<file path="src/rtl/pow2_ceil_seq.sv">
// Bit-serial round-up of an unsigned number to the next power of two.
// Define POW2_CEIL_EARLY_EXIT_EN to stop scanning once no set bits remain.
module pow2_ceil_seq #(
   parameter int WIDTH = 8,
   parameter int IDX_W = $clog2(WIDTH)
) (
   input  logic             clk,
   input  logic             rst,
   input  logic             in_valid,
   output logic             in_ready,
   input  logic [WIDTH-1:0] in_num,
   output logic             out_valid,
   input  logic             out_ready,
   output logic [WIDTH-1:0] out_pow2,
   output logic             out_exact,
   output logic             out_ovf
);

   typedef enum logic [1:0] {IDLE, SCAN, DONE} state_t;

   state_t state, state_n;

   logic [WIDTH-1:0] sh;
   logic [IDX_W-1:0] idx;
   logic [IDX_W-1:0] msb;
   logic [1:0]       ones;

   logic             cur;
   logic [1:0]       ones_n;
   logic [IDX_W-1:0] msb_n;
   logic             last;
   logic [WIDTH-1:0] hot;

   // Per-bit scan step, including the bit being consumed this cycle
   always_comb begin
      cur    = sh[0];
      ones_n = ones;
      if (cur && ones != 2'd3)
         ones_n = ones + 2'd1;
      msb_n  = cur ? idx : msb;
      hot    = {{(WIDTH-1){1'b0}}, 1'b1} << msb_n;
`ifdef POW2_CEIL_EARLY_EXIT_EN
      last   = ~|sh[WIDTH-1:1];
`else
      last   = (idx == IDX_W'(WIDTH-1));
`endif
   end

   // State register
   always_ff @(posedge clk or posedge rst) begin
      if (rst)
         state <= IDLE;
      else
         state <= state_n;
   end

   // Next-state logic
   always_comb begin
      state_n = state;
      unique case (state)
         IDLE: if (in_valid)  state_n = SCAN;
         SCAN: if (last)      state_n = DONE;
         DONE: if (out_ready) state_n = IDLE;
         default:             state_n = IDLE;
      endcase
   end

   // Handshake outputs derived from state
   always_comb begin
      in_ready = (state == IDLE) && !rst;
   end

   // Scan datapath and registered result
   always_ff @(posedge clk or posedge rst) begin
      if (rst) begin
         sh        <= '0;
         idx       <= '0;
         msb       <= '0;
         ones      <= '0;
         out_valid <= 1'b0;
         out_pow2  <= '0;
         out_exact <= 1'b0;
         out_ovf   <= 1'b0;
      end else begin
         unique case (state)
            IDLE: begin
               if (in_valid) begin
                  sh   <= in_num;
                  idx  <= '0;
                  msb  <= '0;
                  ones <= '0;
               end
            end
            SCAN: begin
               sh   <= sh >> 1;
               idx  <= idx + 1'b1;
               msb  <= msb_n;
               ones <= ones_n;
               if (last) begin
                  out_valid <= 1'b1;
                  if (ones_n == 2'd0) begin
                     out_pow2  <= {{(WIDTH-1){1'b0}}, 1'b1};
                     out_exact <= 1'b0;
                     out_ovf   <= 1'b0;
                  end else if (ones_n == 2'd1) begin
                     out_pow2  <= hot;
                     out_exact <= 1'b1;
                     out_ovf   <= 1'b0;
                  end else if (msb_n != IDX_W'(WIDTH-1)) begin
                     out_pow2  <= hot << 1;
                     out_exact <= 1'b0;
                     out_ovf   <= 1'b0;
                  end else begin
                     out_pow2  <= '0;
                     out_exact <= 1'b0;
                     out_ovf   <= 1'b1;
                  end
               end
            end
            DONE: begin
               if (out_ready)
                  out_valid <= 1'b0;
            end
            default: ;
         endcase
      end
   end

endmodule

</file>
<file path="config.mk">
export PLATFORM = sky130hd
export DESIGN_NAME = pow2_ceil_seq
export DESIGN_NICKNAME = d
export VERILOG_FILES = /design/src/rtl/pow2_ceil_seq.sv
export SDC_FILE = /design/constraint.sdc
export NUM_CORES = 1
export LEC_CHECK = 0
export ABC_AREA = 1
export BUFFER_PORTS_ARGS = -buffer_cell sky130_fd_sc_hd__buf_4
export CAP_MARGIN = 30
export CORE_MARGIN = 5
export CORE_UTILIZATION = 44
export DETAILED_ROUTE_END_ITERATION = 8
export PLACE_DENSITY = 0.75
export SYNTH_ARGS = -nofsm -noshare
export SYNTH_HDL_FRONTEND = slang
export SYNTH_SLANG_ARGS = --single-unit
</file>
<file path="constraint.sdc">
create_clock -name clk -period 3.7 [get_ports clk]
set_input_delay 0.185 -clock clk [delete_from_list [all_inputs] [get_ports clk]]
set_output_delay 0.185 -clock clk [all_outputs]
set_load 0.05 [all_outputs]
</file>
Word level (Yosys, flattened, before mapping) --
Cells that the tools add are included.
Word-level totals: bits in registers 29, output and inout bits 12, logic and storage cells 56
Operators by class: $add $sub $neg 2, equal/unequal tests 9, shift operators 1, mux-type cells 24, reductions and logical operators 11
Operator list (number):
- 2-to-1 mux 8 bit | 4
- one-hot mux 8 bit (2 select lines) | 1
- one-hot mux 3 bit (2 select lines) | 2
- 2-to-1 mux 2 bit | 5
- != test 2 bit (second input constant) | 4
- left shift 1 x 3 -> 8 bit (first input constant) | 1
- 2-to-1 mux 1 bit | 7
- 2-to-1 mux 3 bit | 2
- one-hot mux 2 bit (3 select lines) | 1
- AND reduction 3 bit | 2
- == test 2 x 1 -> 1 bit (second input constant) | 2
- logical NOT 2 bit | 2
- one-hot mux 2 bit (2 select lines) | 1
- AND reduction 2 bit | 2
- nonzero test 2 bit | 2
- adder 3 x 1 -> 3 bit (second input constant) | 1
- == test 3 bit (second input constant) | 1
- != test 3 bit (second input constant) | 1
- adder 2 x 1 -> 2 bit (second input constant) | 1
- == test 2 bit (second input constant) | 1
- logical AND 1 bit | 2
- one-hot mux 1 bit (2 select lines) | 1
- logical NOT 1 bit | 1

Logic depth before layout (Yosys ltp) --
depth in word-level cells 6, mapped depth 9, gate-level depth less buffers 9

Least setup slack after synthesis --
No wires, ideal clock.
path type register to output, start register state[0], end output port in_ready, arrival time 1.185 ns, setup slack 2.330 ns, stages on the path, launching flop included 4, cells stage by stage dfrtp_1 -> inv_1 -> nand2_1 -> nor2_1
On the way: word-level cells in the longest chain between the ends 2
Ends and longest elaborated chain:
- start: declaration | line 21 | state_t state, state_n;
- start signal: assignment | line 54 | state <= state_n;
- logical NOT 2 bit | line 70 | in_ready = (state == IDLE) && !rst;
- logical AND 1 bit | line 70
- end: declaration | line 10 | output logic in_ready,
Every way passes these cells.

Worst setup path in the final report --
start register ones[0], end register out_pow2[4]
On the way: word-level cells in the longest chain between the ends 6, elaborated cells on any way between the ends 8, those cells by class add/sub: 1; eq/ne: 2; mux: 3; reduce/logical: 2
Ends and longest elaborated chain:
- start: declaration | line 26 | logic [1:0] ones;
- start signal: assignment | line 98 | ones <= ones_n;
- parallel branches: the longest is 2 deep, another holds adder 2 x 1 -> 2 bit
- 2-to-1 mux 2 bit * | line 38 | if (cur && ones != 2'd3)
- == test 2 x 1 -> 1 bit | line 105 | end else if (ones_n == 2'd1) begin
- 2-to-1 mux 8 bit | line 105
- 2-to-1 mux 8 bit * | line 101 | if (ones_n == 2'd0) begin
- end signal: assignment | line 102 | out_pow2 <= {{(WIDTH-1){1'b0}}, 1'b1};
- end signal: assignment | line 106 | out_pow2 <= hot;
- end signal: assignment | line 110 | out_pow2 <= hot << 1;
- end: declaration | line 14 | output logic [WIDTH-1:0] out_pow2,
Mark *: on every way between the ends. A chain may end at the register's enable or synchronous reset.

==> reports/metrics.csv <==
metric,value,unit
status,"finished, final reports clean",
RSZ-0062 raised after global routing,no,
Worst setup endpoint,out_pow2[4],
Final setup viols,0,
period utilization,39.5,%
Yosys reg bits,29,
Initial DRT Pass Iterations,4,
core area,3310,um^2
Final Skew,0.0114,ns
nets,233,
Synth Area in XOR/XNOR,0,%
Post-DRT Antenna Nets,0,
CTS root buf,clkbuf_4,
synth warn,0,
Via density,4.86,
post-synthesis net count,205,
Crit. Startpoint,ones[0],
initial antenna violation count,0,
startpoint class of the critical path,flop,
Routed Wire Length,2920,um
Synth area leader,dfrtp_1,
Die Height,68.3,um
Die Span X,68.3,um
starting DRC count in detailed routing,51,
largest net degree at the start of global routing,19,
Rows,21,
PD cells,931,nW/um^2
Max Clock Freq,685,MHz
Worst VDD drop,0.315,mV
Slew Limit Fails,0,
Synth Area in Adders,2.51,%
PortBufs,23,
share of cells above drive strength 1,20.6,%
drt wl/cell,11.1,um
DRC violation count after routing,0,
Final min period,1.46,ns
Synth area leaders,"dfrtp_1 49%, nand2_1 18%, nand3_1 7.7%",
clock slew at reported path FFs,0.09,ns
Setup Buffers After CTS,0,
CTS Hold Bufs,1,
Compound-Gate Fraction of Synth Area,10.1,%
Post-Syn Instances,190,
total CTS buffers,5,
Syn Std Cell Area,1500,um^2
MaxCap Viol Count,0,
RR Startpoint,ones[0],
H-tree depth,2,
vias in the first global route,1275,
Simple-Gate Fraction of Synth Area,32.3,%
via count,1284,
clock buffer depth,2,
reg2reg setup slack,2.24,ns
Starting Density,45.2,%
RD Place Congestion,0.773,
pin slew with the least headroom to its limit,0.633,ns
Min-Delay Path Class,in -> reg,
syn_area_per_cell,7.87,um^2
critical path peak fanout,7,
reg-to-reg critical path endpoint,out_pow2[4],
synth unique cells,19,
DP HPWL,2200,um
WP data arrival,1.68,ns
critical path class,reg -> reg,
post-synth top area share,48.5,%
Max-slew headroom,57.7,%
TNS Setup,0,ns
global-route wire length before repair,5300,um
io pins,24,
final hold vios,0,
Pwr Total,1.66,mW
"Clk Latency, worst-skew pair",0.33,ns
Setup crit end kind,flop,
WP data required,3.92,ns
combinational family with the most area after synthesis,simple AND/OR/NAND/NOR gates,
PostCTS Resize Cnt,0,
share of the yosys chip area belonging to registers,48.5,%
Die ar.,4660,um^2
multiplexer share of the synthesized area,0,%
CTS sink cnt,29,
Antenna Cells,0,
R2R cell count,9,
Area Overhead vs Synth,19.0,%
GRT Util Overall,15.3,%
Leak,0.954,nW
TritonCTS clock tree,built,
global route overflow,0,
-- synthesized netlist by cell type --
library cell  instances
inv_1                14
dfrtp_1              29
nand2_4               2
nand3_1              23
nor2_1                4
o22ai_1               6
nand2_2               6
ha_1                  3
o31ai_1               1
nand2_1              72
buf_6                 1
o21ai_0               3
nor2_4                2
a22oi_1               3
a21oi_1               2
buf_2                 3
o21ai_1              10
inv_2                 5
o221ai_1              1
-- where the power goes --
| part | total (mW) | switching [mW] | internal [mW] | leakage [nW] |
|---|---|---|---|---|
| Sequential | 0.535 | 0.0880 | 0.447 | 0.369 |
| Combinational | 0.928 | 0.634 | 0.294 | 0.553 |
| Clock | 0.194 | 0.105 | 0.0895 | 0.0314 |
-- stage by stage --
stage / instances / hold slack [ns] / area (um^2) / worst slack, ns / utilization, %
global route: 264 / 0.0353 / 1780 / 2.07 / 53.7
floorplan: 190 / 0.263 / 1500 / 2.33 / -
detailed placement: 256 / 0.324 / 1710 / 2.25 / 51.8
CTS: 264 / 0.0306 / 1780 / 2.24 / 53.7
global placement: 255 / 0.380 / 1700 / 2.29 / 51.3
finish: 264 / 0.0408 / 1780 / 2.24 / 53.7
-- registers in the layout (all words and copies together) (netlist names) --
register and cells:
out_pow2 8, msb 3, out_exact 1, state 2, out_valid 1, sh 8
out_ovf 1, ones 2, idx 3
-- placed cells by master (no fill, tap or decap), types with 3 or more instances in the layout --
master / instances
inv_2: 5
nand3_1: 23
nand2_1: 72
inv_1: 14
nor2_1: 4
nand2_2: 6
buf_4: 23
a22oi_1: 3
ha_1: 3
dfrtp_1: 29
o21ai_0: 3
o22ai_1: 6
clkbuf_4: 5
o21ai_1: 10
-- worst min path at each step --
| stage | slack, ns | from | to | cells past startpoint |
|---|---|---|---|---|
| after floorplan | 0.26 | rst | idx[0] | 1 |
| after global placement | 0.38 | out_ready | state[1] | 2 |
| after detailed placement | 0.32 | rst | sh[5] | 2 |
| after CTS | 0.03 | out_ready | state[1] | 2 |
| after global routing | 0.04 | out_ready | state[1] | 2 |
| final | 0.04 | out_ready | state[1] | 2 |
-- cells by family (layout without fill, tap and decap cells) --
family | Yosys count | count (layout)
compound gates | 26 | 26
fa+ha+maj | 3 | 3
buf+inv | 23 | 51
flops | 29 | 29
simple gates | 109 | 109
-- layer usage --
metal / part of all wire, % / global-route usage [%] / vias up
li1: - / - / 674
met1: 45 / 18.1 / 580
met2: 47 / 24.9 / 24
met3: 5.2 / 4.43 / 6
met4: 2.3 / 8.19 / 0
met5: 0 / 0 / -
-- cell type report --
class                           count  area (um^2)
Inverter                           19         71.3
Timing Repair Buffer               25          198
Multi-Input combinational cell    138          672
Fill cell                         339         1530
Sequential cell                    29          726
Clock buffer                        7         55.1
Tap cell                           46         57.6
-- critical path, cell delays in order, from the launching register on --
cell     delay, ns
dfrtp_1       0.41
ha_1          0.21
inv_2         0.08
nand2_1       0.09
nand2_1       0.08
nand2_1       0.09
nor2_4        0.18
nand2_1       0.08
nand3_1       0.07
nand2_1       0.05
(Power assumes the default switching activity.)
